===== src/rtl/alu_struct.sv =====
// alu_struct: 8-bit registered ALU with 16-bit result and 4-bit status (C,Z,N,V).
// Datapath is structural: shared ripple adder/subtractor, logic unit,
// optional array multiplier, and an output mux feeding the result/SREG registers.
// Optional feature macro: ALU_MUL_EN (instantiates the multiplier for op 0).
// Timing: operands and select are sampled every rising clk; result and SREG
// appear one cycle later. There is no valid/ready handshake: every edge is an issue.
module alu_struct (
    input  logic       clk,
    input  logic       rst,
    output logic [7:0] res_hi,
    output logic [7:0] res_lo,
    output logic [3:0] SREG,
    input  logic [7:0] A,
    input  logic [7:0] B,
    input  logic [3:0] function_select_lines
);

    localparam logic [3:0] OP_MUL = 4'd0;
    localparam logic [3:0] OP_ADD = 4'd1;
    localparam logic [3:0] OP_SUB = 4'd2;
    localparam logic [3:0] OP_INC = 4'd3;
    localparam logic [3:0] OP_DEC = 4'd4;
    localparam logic [3:0] OP_AND = 4'd5;
    localparam logic [3:0] OP_OR  = 4'd6;
    localparam logic [3:0] OP_XOR = 4'd7;
    localparam logic [3:0] OP_NOT = 4'd8;

    logic [7:0] res_hi_q, res_hi_d;
    logic [7:0] res_lo_q, res_lo_d;
    logic [3:0] sreg_q, sreg_d;

    // ---------------- shared ripple adder/subtractor ----------------
    // SUB adds ~B with carry-in 1; INC adds 0 with carry-in 1; DEC adds 0xFF.
    logic [7:0] add_y;
    logic       add_cin;
    logic [7:0] add_sum;
    logic [8:0] carry;
    logic       add_ovf;

    // Select the second adder operand and carry-in for the arithmetic op.
    always_comb begin
        add_y   = B;
        add_cin = 1'b0;
        case (function_select_lines)
            OP_SUB:  begin add_y = ~B;    add_cin = 1'b1; end
            OP_INC:  begin add_y = 8'h00; add_cin = 1'b1; end
            OP_DEC:  begin add_y = 8'hFF; add_cin = 1'b0; end
            default: begin add_y = B;     add_cin = 1'b0; end
        endcase
    end

    assign carry[0] = add_cin;
    for (genvar i = 0; i < 8; i++) begin : g_fa
        assign add_sum[i]   = A[i] ^ add_y[i] ^ carry[i];
        assign carry[i+1]   = (A[i] & add_y[i]) | (carry[i] & (A[i] ^ add_y[i]));
    end

    // Signed overflow on the effective operands covers ADD/SUB and the
    // 0x7F/0x80 boundaries of INC/DEC.
    assign add_ovf = (A[7] == add_y[7]) && (add_sum[7] != A[7]);

    // ---------------- logic unit ----------------
    logic [7:0] and_r, or_r, xor_r, not_r;
    assign and_r = A & B;
    assign or_r  = A | B;
    assign xor_r = A ^ B;
    assign not_r = ~A;

`ifdef ALU_MUL_EN
    // ---------------- array multiplier ----------------
    // Each row adds one shifted partial product to the running sum.
    logic [15:0] pp_sum [0:8];
    logic [15:0] product;
    assign pp_sum[0] = 16'h0000;
    for (genvar r = 0; r < 8; r++) begin : g_mul_row
        assign pp_sum[r+1] = pp_sum[r] + ({8'h00, (A & {8{B[r]}})} << r);
    end
    assign product = pp_sum[8];
`endif

    // ---------------- output mux / flag generation ----------------
    logic [7:0] r8;
    logic       r8_valid;

    // Pick the 8-bit result and compute next result/SREG; SREG holds by default.
    always_comb begin
        res_hi_d = 8'h00;
        res_lo_d = 8'h00;
        sreg_d   = sreg_q;
        r8       = 8'h00;
        r8_valid = 1'b1;
        case (function_select_lines)
            OP_ADD: begin r8 = add_sum; sreg_d[0] = carry[8];  sreg_d[3] = add_ovf; end
            OP_SUB: begin r8 = add_sum; sreg_d[0] = ~carry[8]; sreg_d[3] = add_ovf; end
            OP_INC: begin r8 = add_sum; sreg_d[3] = add_ovf; end
            OP_DEC: begin r8 = add_sum; sreg_d[3] = add_ovf; end
            OP_AND: begin r8 = and_r;   sreg_d[3] = 1'b0; end
            OP_OR:  begin r8 = or_r;    sreg_d[3] = 1'b0; end
            OP_XOR: begin r8 = xor_r;   sreg_d[3] = 1'b0; end
            OP_NOT: begin r8 = not_r;   sreg_d[0] = 1'b1; sreg_d[3] = 1'b0; end
            default: r8_valid = 1'b0;
        endcase
        if (r8_valid) begin
            res_lo_d  = r8;
            sreg_d[1] = (r8 == 8'h00);
            sreg_d[2] = r8[7];
        end
`ifdef ALU_MUL_EN
        if (function_select_lines == OP_MUL) begin
            {res_hi_d, res_lo_d} = product;
            sreg_d = {1'b0, 1'b0, (product == 16'h0000), product[15]};
        end
`endif
    end

    // Result and status registers; reset clears everything asynchronously.
    always_ff @(posedge clk or posedge rst) begin
        if (rst) begin
            res_hi_q <= 8'h00;
            res_lo_q <= 8'h00;
            sreg_q   <= 4'h0;
        end else begin
            res_hi_q <= res_hi_d;
            res_lo_q <= res_lo_d;
            sreg_q   <= sreg_d;
        end
    end

    assign res_hi = res_hi_q;
    assign res_lo = res_lo_q;
    assign SREG   = sreg_q;

endmodule


===== config.mk =====
export PLATFORM = sky130hd
export DESIGN_NAME = alu_struct
export DESIGN_NICKNAME = d
export VERILOG_FILES = /design/src/rtl/alu_struct.sv
export SDC_FILE = /design/constraint.sdc
export NUM_CORES = 1
export LEC_CHECK = 0
export ABC_AREA = 1
export ABC_CLOCK_PERIOD_IN_PS = 900
export CAP_MARGIN = 15
export CORE_ASPECT_RATIO = 2
export CORE_MARGIN = 2
export CORE_UTILIZATION = 43
export CTS_CLUSTER_DIAMETER = 80
export CTS_CLUSTER_SIZE = 24
export DETAILED_ROUTE_END_ITERATION = 10
export MAX_ROUTING_LAYER = met4
export PLACE_DENSITY = 0.73
export REMOVE_ABC_BUFFERS = 1
export SLEW_MARGIN = 30
export SYNTH_ARGS = -nofsm -noshare
export SYNTH_HDL_FRONTEND = slang
export SYNTH_SLANG_ARGS = --single-unit

===== constraint.sdc =====
create_clock -name clk -period 0.9 [get_ports clk]
set_input_delay 0.27 -clock clk [delete_from_list [all_inputs] [get_ports clk]]
set_output_delay 0.27 -clock clk [all_outputs]
set_load 0.05 [all_outputs]

# Word level (Yosys, flattened, before mapping)

Cells that the tools add are included.

Register bits after elaboration: 12
Output and inout port bits: 20
Bits of input ports: 22

Reduce and logical (&&, ||, !) cells: 8
Bitwise logic cells: 46
Equality and inequality tests: 10
Mux-type cells: 7

Operators with widths:

| cell                 | count |
|---|---|
| $pmux W8 S5          | 1 |
| $pmux W8 S3          | 1 |
| $and A1 B1 Y1        | 16 |
| $eq A4 B3 Y1 const B | 4 |
| $not A8 Y8           | 2 |
| $xor A1 B1 Y1        | 16 |
| $and A8 B8 Y8        | 1 |
| $eq A4 B2 Y1 const B | 2 |
| $logic_not A8 Y1     | 1 |
| $mux W8              | 1 |
| $or A1 B1 Y1         | 8 |
| $or A8 B8 Y8         | 1 |
| $reduce_or A4 Y1     | 2 |
| $reduce_or A8 Y1     | 1 |
| $xor A8 B8 Y8        | 1 |
| $eq A4 B1 Y1 const B | 1 |
| $eq A4 B4 Y1 const B | 1 |
| $pmux W1 S3          | 1 |
| $reduce_bool A3 Y1   | 1 |
| $mux W1              | 2 |
| $pmux W1 S2          | 1 |
| $reduce_bool A2 Y1   | 1 |
| $reduce_or A2 Y1     | 1 |
| $eq A1 B1 Y1         | 1 |
| other kinds (3)      | 3 |

# Longest topological paths before layout

Gate-level depths: netlist of run 1.

Depth in word-level cells: 21
Mapped depth: 19
Mapped depth without buffers: 19

# Least setup slack after synthesis of run 1

Ideal clock, no wire load.

Path kind: input to register
From: input port function_select_lines[3]
To: register sreg_q[1] (netlist: SREG[1])
Stages on the path: 17
Data required time: 822 ps
Setup slack: -3790 ps
Data arrival time: 4612 ps
Cell sequence: nor2_1 > inv_1 > nor2_1 > o211ai_1 > fa_1 > fa_1 > fa_1 > fa_1 > fa_1 > fa_1 > fa_1 > fa_1 > inv_1 > a21oi_1 > nor3_2 > nand2_1 > o21bai_1

Longest elaborated chain between the ends: 20
Elaborated cells on any way between the ends: 53

Ends and longest elaborated chain:

| what                                                   | line       | source |
|---|---|---|
| start, declared                                        | 15         | `input logic [3:0] function_select_lines` |
| $eq A4 B3 Y1 / $eq A4 B2 Y1 (equally long branches)    | 44, 92     |  |
| $pmux W8 S3 / $reduce_or A2 Y1 (equally long branches) | -          |  |
| $xor A1 B1 Y1 / $mux W1 (equally long branches)        | 54, 55, 44 |  |
| $and A1 B1 Y1                                          | 55         | `assign carry[i+1] = (A[i] & add_y[i]) \| (carry[i] & (A[i] ^ add_y[i]));` |
| $or A1 B1 Y1                                           | 55         |  |
| $and A1 B1 Y1                                          | 55         |  |
| $or A1 B1 Y1                                           | 55         |  |
| $and A1 B1 Y1                                          | 55         |  |
| [4 not listed]                                         | -          |  |
| $or A1 B1 Y1                                           | 55         |  |
| $and A1 B1 Y1                                          | 55         |  |
| $or A1 B1 Y1                                           | 55         |  |
| $and A1 B1 Y1                                          | 55         |  |
| $or A1 B1 Y1                                           | 55         |  |
| $xor A1 B1 Y1                                          | 54         | `assign add_sum[i] = A[i] ^ add_y[i] ^ carry[i];` |
| $pmux W8 S5                                            | 92         | `case (function_select_lines)` |
| $logic_not A8 Y1                                       | 105        | `sreg_d[1] = (r8 == 8'h00);` |
| end signal, assigned                                   | 125        | `sreg_q <= sreg_d;` |
| end, declared                                          | 30         | `logic [3:0] sreg_q, sreg_d;` |

Parallel ways exist; a longest one is shown, timed or not.
A chain may end at the register's enable or synchronous reset.

# Worst setup path after layout of run 1

Same ends and word-level chain as after synthesis.

==> out/results.ini, run 1 <==
[clock_network]
clock_sinks = 12
cts_tree = done
cts_buffers = 3
cts_buffer_depth = 2
clk_pin_slew_ns = 0.06
htree_num_levels = 1
cts_root_buffer = clkbuf_8
clk_latency_ns = 0.24

[worst_setup_path]
path_cells = buf_8 -> nor2_4 -> inv_2 -> nor2_4 -> o211ai_1 -> fa_2 -> fa_2 -> fa_2 -> fa_2 -> fa_2 -> fa_2 -> fa_2 -> fa_2 -> inv_2 -> a21oi_2 -> nor3_2 -> nand2_1 -> o21bai_1
reg2reg_to = SREG[1]
crit_path_start_kind = input pin
crit_top_cell = fa_2
endpoint_kind = flip-flop
crit_slowest_cell = fa_2
crit_type = input pin to flip-flop
crit_arrival_ns = 4.45
crit_fanout = 3
path_delay_family = adder cells
critPathBufInv = 3
crit_path_start = function_select_lines[3]
worstPathRequired_ns = 1.05
cp.depth = 18
cp-endpoint = SREG[1]
r2r_setup_slack_ns = 0
reg2reg_from = SREG[1]
worst_r2r_path_depth = 3
crit_path_max_incr_delay_ns = 0.44

[routing]
num_vias = 2125
drc_errors = 0
ant_nets = 0
drt-total-wl_um = 7970
wire_per_inst_um = 21.7
drtIter0Drc = 115
viasPerCell = 5.79
firstDrtPassIters = 5

[timing]
setup_viol = 24
drv_slew = 0
fin_crit_ns = 4.30
rsz0062_at_grt = yes
setup_ws_ns = -3.40
hold_violations = 0
fin_skew_ns = 0
period_share_pct = 478
fmax_mhz = 233

[logic_synthesis]
syn-cell-area_um2 = 1460
async_reset_ff_share_pct = 100
ys_ff_latch = 12
synth_area_per_cell_um2 = 7.36
synth.distinct_cells = 25
synth_area_leaders = dfrtp_1 (21%), ha_1 (15%), nand2_1 (13%)
synth_cells = 198
synth_flop_cell = dfrtp_1
synth_edf_count = 0
ys.warnings.count = 0
ys_seq_area_share_pct = 20.6
yosysTopAreaCell = dfrtp_1
synth_top_area_share_pct = 20.6

[placement]
routabilityCongestion = 0.879
pre_cts_slack_ns = -4.20
place_inst = 311
placed_area_um2 = 2290
placement.io_buffers = 33
hpwl_um = 3400

[die]
rows = 30
core_um2 = 3300
die_h_um = 86.3
start_util_pct = 44.1
die_x_um = 45.2
dieArea_um2 = 3900
io_pins = 42

[grt]
grt_first_pass_wirelength_um = 12300
grt_max_degree = 18
antenna_found_initial = 0
grt.total_usage_pct = 45.9
grt_pass1_vias = 2422
grt.overflow.total = 0

[cells_and_area]
fin_util_pct = 87.7
fin_nets = 383
drive_above_1_share_pct = 51.0
fin_area_um2 = 2900
n_antenna_cell = 0
fin_cells = 367
syn_to_final_growth_pct = 98.6

[power_and_ir_drop]
power.density_nw_per_um2 = 1170
p_leak_nw = 1.52
irDropWorstVdd_uv = 1490

[outcome]
violations = negative setup slack
status = finished, violations left

[min_path]
hold_path_class = input pin to async pin

[run]
drv_cap = 0

==> cell usage after synthesis (3+ instances only) <==
master	number
buf_4	8
dfrtp_1	12
fa_1	8
ha_1	17
inv_1	31
nand2_1	50
nand3_1	20
nand3b_1	5
nor2_1	14
nor2_2	5
o211ai_1	8
o21ai_1	3
==> flip-flops by register name, summed over array words and instances, names as in the netlist <==
name,count
SREG,4
res_lo,8
==> through the flow <==
stage               total power, mW  hold slack (ns)  TNS [ns]
floorplan                      1.44            0.135    -31.77
global placement               2.26            0.544    -35.51
detailed placement             2.30            0.551    -36.35
CTS                            3.12            0.341    -27.79
global route                   3.50            0.390    -30.25
finish                         3.39            0.354    -29.26
==> worst min path at each step <==
stage               slack, ns  cells past startpoint    start        end
finish                   0.35                      3      rst  res_lo[6]
CTS                      0.34                      3      rst  res_lo[1]
global route             0.39                      3      rst  res_lo[6]
global placement         0.54                      2  SREG[2]    SREG[2]
floorplan                0.13                      1      rst    SREG[0]
detailed placement       0.55                      2  SREG[2]    SREG[2]
==> placed cells by master, fill, tap and decap left out, types with 2 or more instances in the layout <==
| cell type | synthesis | layout |
|---|---|---|
| dfrtp_1 | 12 | 12 |
| nand2_1 | 50 | 33 |
| nand2_4 | 2 | 3 |
| buf_12 | 0 | 13 |
| clkdlybuf4s50_1 | 0 | 15 |
| inv_1 | 31 | 26 |
| inv_2 | 2 | 5 |
| dlygate4sd2_1 | 0 | 2 |
| clkbuf_8 | 0 | 4 |
| buf_8 | 0 | 2 |
| nor2_1 | 14 | 12 |
| buf_4 | 8 | 96 |
| nand3_1 | 20 | 19 |
| o21ai_1 | 3 | 3 |
| nor2_4 | 1 | 5 |
| buf_6 | 1 | 7 |
| conb_1 | 1 | 8 |
| ha_1 | 17 | 17 |
| o211ai_1 | 8 | 8 |
| o21ai_0 | 2 | 2 |
| fa_2 | 0 | 8 |
| nor2_2 | 5 | 3 |
| nand3b_1 | 5 | 5 |
| nand2_2 | 1 | 17 |
==> power by group <==
| group | internal (mW) | total, mW | switching (mW) |
|---|---|---|---|
| Combinational | 0.967 | 2.05 | 1.09 |
| Clock | 0.387 | 0.611 | 0.224 |
| Sequential | 0.626 | 0.724 | 0.0978 |
==> worst register-to-register path, cell delays in order, from the launching register on <==
cell and delay, ns:
dfrtp_1 0.42, inv_1 0.08, nor2_1 0.15, o21bai_1 0.16
==> cells by family (layout without fill, tap and decap cells) <==
family / count (synthesis) / count (layout) / synth area share [%]
adder cells (fa/ha/maj): 25 / 25 / 25.6
other: 1 / 8 / 0.257
AND/OR/NAND/NOR: 100 / 100 / 31.8
flip-flops: 12 / 12 / 20.6
AO/OA/AOI/OAI: 18 / 18 / 8.33
buffers and inverters: 42 / 172 / 13.4
==> area by class of cell <==
| class | instances | area, um2 |
|---|---|---|
| clock buffers | 4 | 55.1 |
| flip-flops and latches | 12 | 300 |
| repair buffers | 135 | 1260 |
| inverters | 33 | 134 |
| fillers | 158 | 408 |
| multi-input cells | 151 | 1110 |
| well taps | 32 | 40.0 |
==> layer usage <==
layer,global-route usage [%],vias up,routed length [um]
met4,34.5,0,827
li1,-,891,-
met2,76.9,165,4090
met5,-,-,0
met1,42.6,1000,2420
met3,10.4,69,628
==> timing repair <==
action,CTS,global route
resized for setup,55,23
setup buffers,60,7
hold buffers,0,0
setup endpoints to repair,24,24
pin swaps,17,9
(Power assumes the default switching activity.)
==> inputs of run 2 (changes only) <==
--- a/config.mk
+++ b/config.mk
@@ -9,10 +9,8 @@
 export ABC_CLOCK_PERIOD_IN_PS = 900
 export CAP_MARGIN = 15
 export CORE_ASPECT_RATIO = 2
-export CORE_MARGIN = 2
 export CORE_UTILIZATION = 43
 export CTS_CLUSTER_DIAMETER = 80
-export CTS_CLUSTER_SIZE = 24
 export DETAILED_ROUTE_END_ITERATION = 10
 export MAX_ROUTING_LAYER = met4
 export PLACE_DENSITY = 0.73
==> run 2 against run 1 <==
The flow still finishes with violations (negative setup slack). Routed wire length is 22% lower. Setup slack worse by 0.086 ns. Via count is 14% lower. Die area is 6.6% lower. Worst hold slack worse by 0.027 ns. Sequential power is 0.8% lower. Sequential share of layout area is 1.1 points higher. Total power is 2.7% lower.
==> out/results.ini, run 2 (synthesized netlist as in run 1, its figures left out) <==
[outcome]
status = finished, violations left
violations = negative setup slack

[routing]
drc_errors = 0  ; unchanged
ant_nets = 0  ; unchanged
firstDrtPassIters = 4  ; -1
drt-total-wl_um = 6180  ; -22%
num_vias = 1818  ; -14%
viasPerCell = 5.46  ; -5.7%
wire_per_inst_um = 18.5  ; -15%
drtIter0Drc = 107  ; -7.0%

[timing]
setup_ws_ns = -3.48  ; -0.0863 ns
rsz0062_at_grt = yes
fmax_mhz = 228  ; -2.0%
hold_violations = 0  ; unchanged
fin_crit_ns = 4.38  ; +0.0862 ns
drv_slew = 0  ; unchanged
fin_skew_ns = 0  ; unchanged
period_share_pct = 487  ; +9.6 points
setup_viol = 24  ; unchanged

[grt]
grt_max_degree = 18  ; unchanged
grt.overflow.total = 0  ; unchanged
grt_first_pass_wirelength_um = 9060  ; -26%
grt_pass1_vias = 1958  ; -19%
grt.total_usage_pct = 34.8  ; -11 points
antenna_found_initial = 0  ; unchanged

[worst_setup_path]
crit_type = input pin to flip-flop
endpoint_kind = flip-flop
worstPathRequired_ns = 1.06  ; about the same
crit_path_start_kind = input pin
crit_fanout = 3  ; unchanged
crit_arrival_ns = 4.55  ; +0.10 ns

[cells_and_area]
n_antenna_cell = 0  ; unchanged
mostFrequentLayoutCell = buf_4
final_cell_mix = buf_4 (56), nand2_1 (46), inv_1 (28)
drive_above_1_share_pct = 40.4  ; -11 points
fin_nets = 350  ; -8.6%
largest_reg_flops = 8  ; unchanged
fin_cells = 333  ; -9.3%
fillCellCount = 187  ; +18%
syn_to_final_growth_pct = 79.6

[clock_network]
clk_latency_ns = 0.27  ; +0.03 ns
clk_pin_slew_ns = 0.06  ; about the same
cts_buffer_depth = 2  ; unchanged
htree_num_levels = 1  ; unchanged
cts_root_buffer = clkbuf_8
cts_hold_buf = 0  ; unchanged
cts_buffers = 3  ; unchanged
cts_tree = done
clock_sinks = 12  ; unchanged

[die]
io_pins = 42  ; unchanged
core_um2 = 3190  ; -3.3%
start_util_pct = 45.7  ; +1.5 points
rows = 29  ; -3.3%
dieArea_um2 = 3640  ; -6.6%
die_h_um = 84.3  ; -2.3%
die_x_um = 43.2  ; -4.4%

[power_and_ir_drop]
power.density_nw_per_um2 = 1260  ; +7.6%
total_power_mw = 3.30  ; -2.7%
p_leak_nw = 1.38  ; -9.6%
irDropWorstVdd_uv = 925  ; -38%

[placement]
place_inst = 296  ; -4.8%
hpwl_um = 3220  ; -5.3%
placement.io_buffers = 33  ; unchanged
routabilityCongestion = 0.861  ; -2.0%

[min_path]
hold_path_class = input pin to async pin

[run]
drv_cap = 0  ; unchanged

-- run 2: cell count changes in the layout (fill, tap and decap cells not counted), moves of 2 or more --
| cell | previous run | this run |
|---|---|---|
| buf_4 | 96 | 56 |
| buf_6 | 7 | 15 |
| inv_1 | 26 | 28 |
| inv_2 | 5 | 3 |
| nand2_1 | 33 | 46 |
| nand2_2 | 17 | 5 |
-- run 2: stage by stage --
| stage | TNS (ns) | instance area [um2] | setup WS, ns | util, % | hold slack (ns) |
|---|---|---|---|---|---|
| after floorplan | -31.77 | 1410 | -3.79 | - | 0.135 |
| after global placement | -36.03 | 2170 | -4.14 | 68.0 | 0.546 |
| after detailed placement | -36.81 | 2170 | -4.25 | 68.0 | 0.565 |
| after CTS | -27.41 | 2580 | -3.14 | 80.8 | 0.318 |
| after global routing | -30.49 | 2620 | -3.62 | 82.0 | 0.339 |
| final | -29.27 | 2620 | -3.48 | 82.0 | 0.327 |
-- run 2: worst max-delay path, stage by stage --
cell	delay (ns)
buf_8	0.10
nor2_4	0.15
inv_2	0.08
nor2_4	0.09
o211ai_1	0.10
fa_2	0.36
fa_2	0.35
fa_2	0.34
fa_2	0.37
fa_2	0.35
fa_2	0.35
fa_2	0.36
fa_2	0.48
inv_2	0.10
a21oi_2	0.04
nor3_2	0.27
nand2_1	0.11
o21bai_1	0.25
-- run 2: area by class of cell --
type	instances	area [um2]	area share (%)
Tap cell	31	38.8	1.48
Timing Repair Buffer	102	1030	39.2
Multi-Input combinational cell	151	1060	40.7
Clock buffer	4	55.1	2.10
Inverter	33	131	5.02
Sequential cell	12	300	11.5
-- run 2: worst paths after layout --
kind	startpoint	end	depth (start not counted)	slack (ns)
max	function_select_lines[2]	SREG[1]	18	-3.48
min	rst	SREG[1]	3	0.33
max reg2reg	SREG[1]	SREG[1]	4	-0.11
min reg2reg	SREG[0]	SREG[0]	2	0.62
max in group asynchronous	rst	res_lo[6]	3	0.41
min in group clk	function_select_lines[2]	SREG[0]	6	0.59
-- run 2: report_power, final --
part,leakage (nW),switching (mW),total (mW),internal [mW]
Sequential,0.155,0.0926,0.718,0.626
Combinational,1.19,1.00,1.91,0.904
Clock,0.0288,0.282,0.672,0.390
Total,1.38,1.38,3.30,1.92
-- run 2: what timing repair did --
action / 4_1_cts / 5_1_grt
buffers inserted: 47 / 5
pin swaps: 18 / 6
endpoints found under the hold margin: 0 / 0
resized for setup: 62 / 7
endpoints found under the setup margin: 24 / 24
-- run 2: per-layer routing --
metal	share of wire, %	GRT usage [%]
met5	0	-
met4	6.9	29.5
met1	33	29.3
met2	56	61.7
met3	4.6	4.73
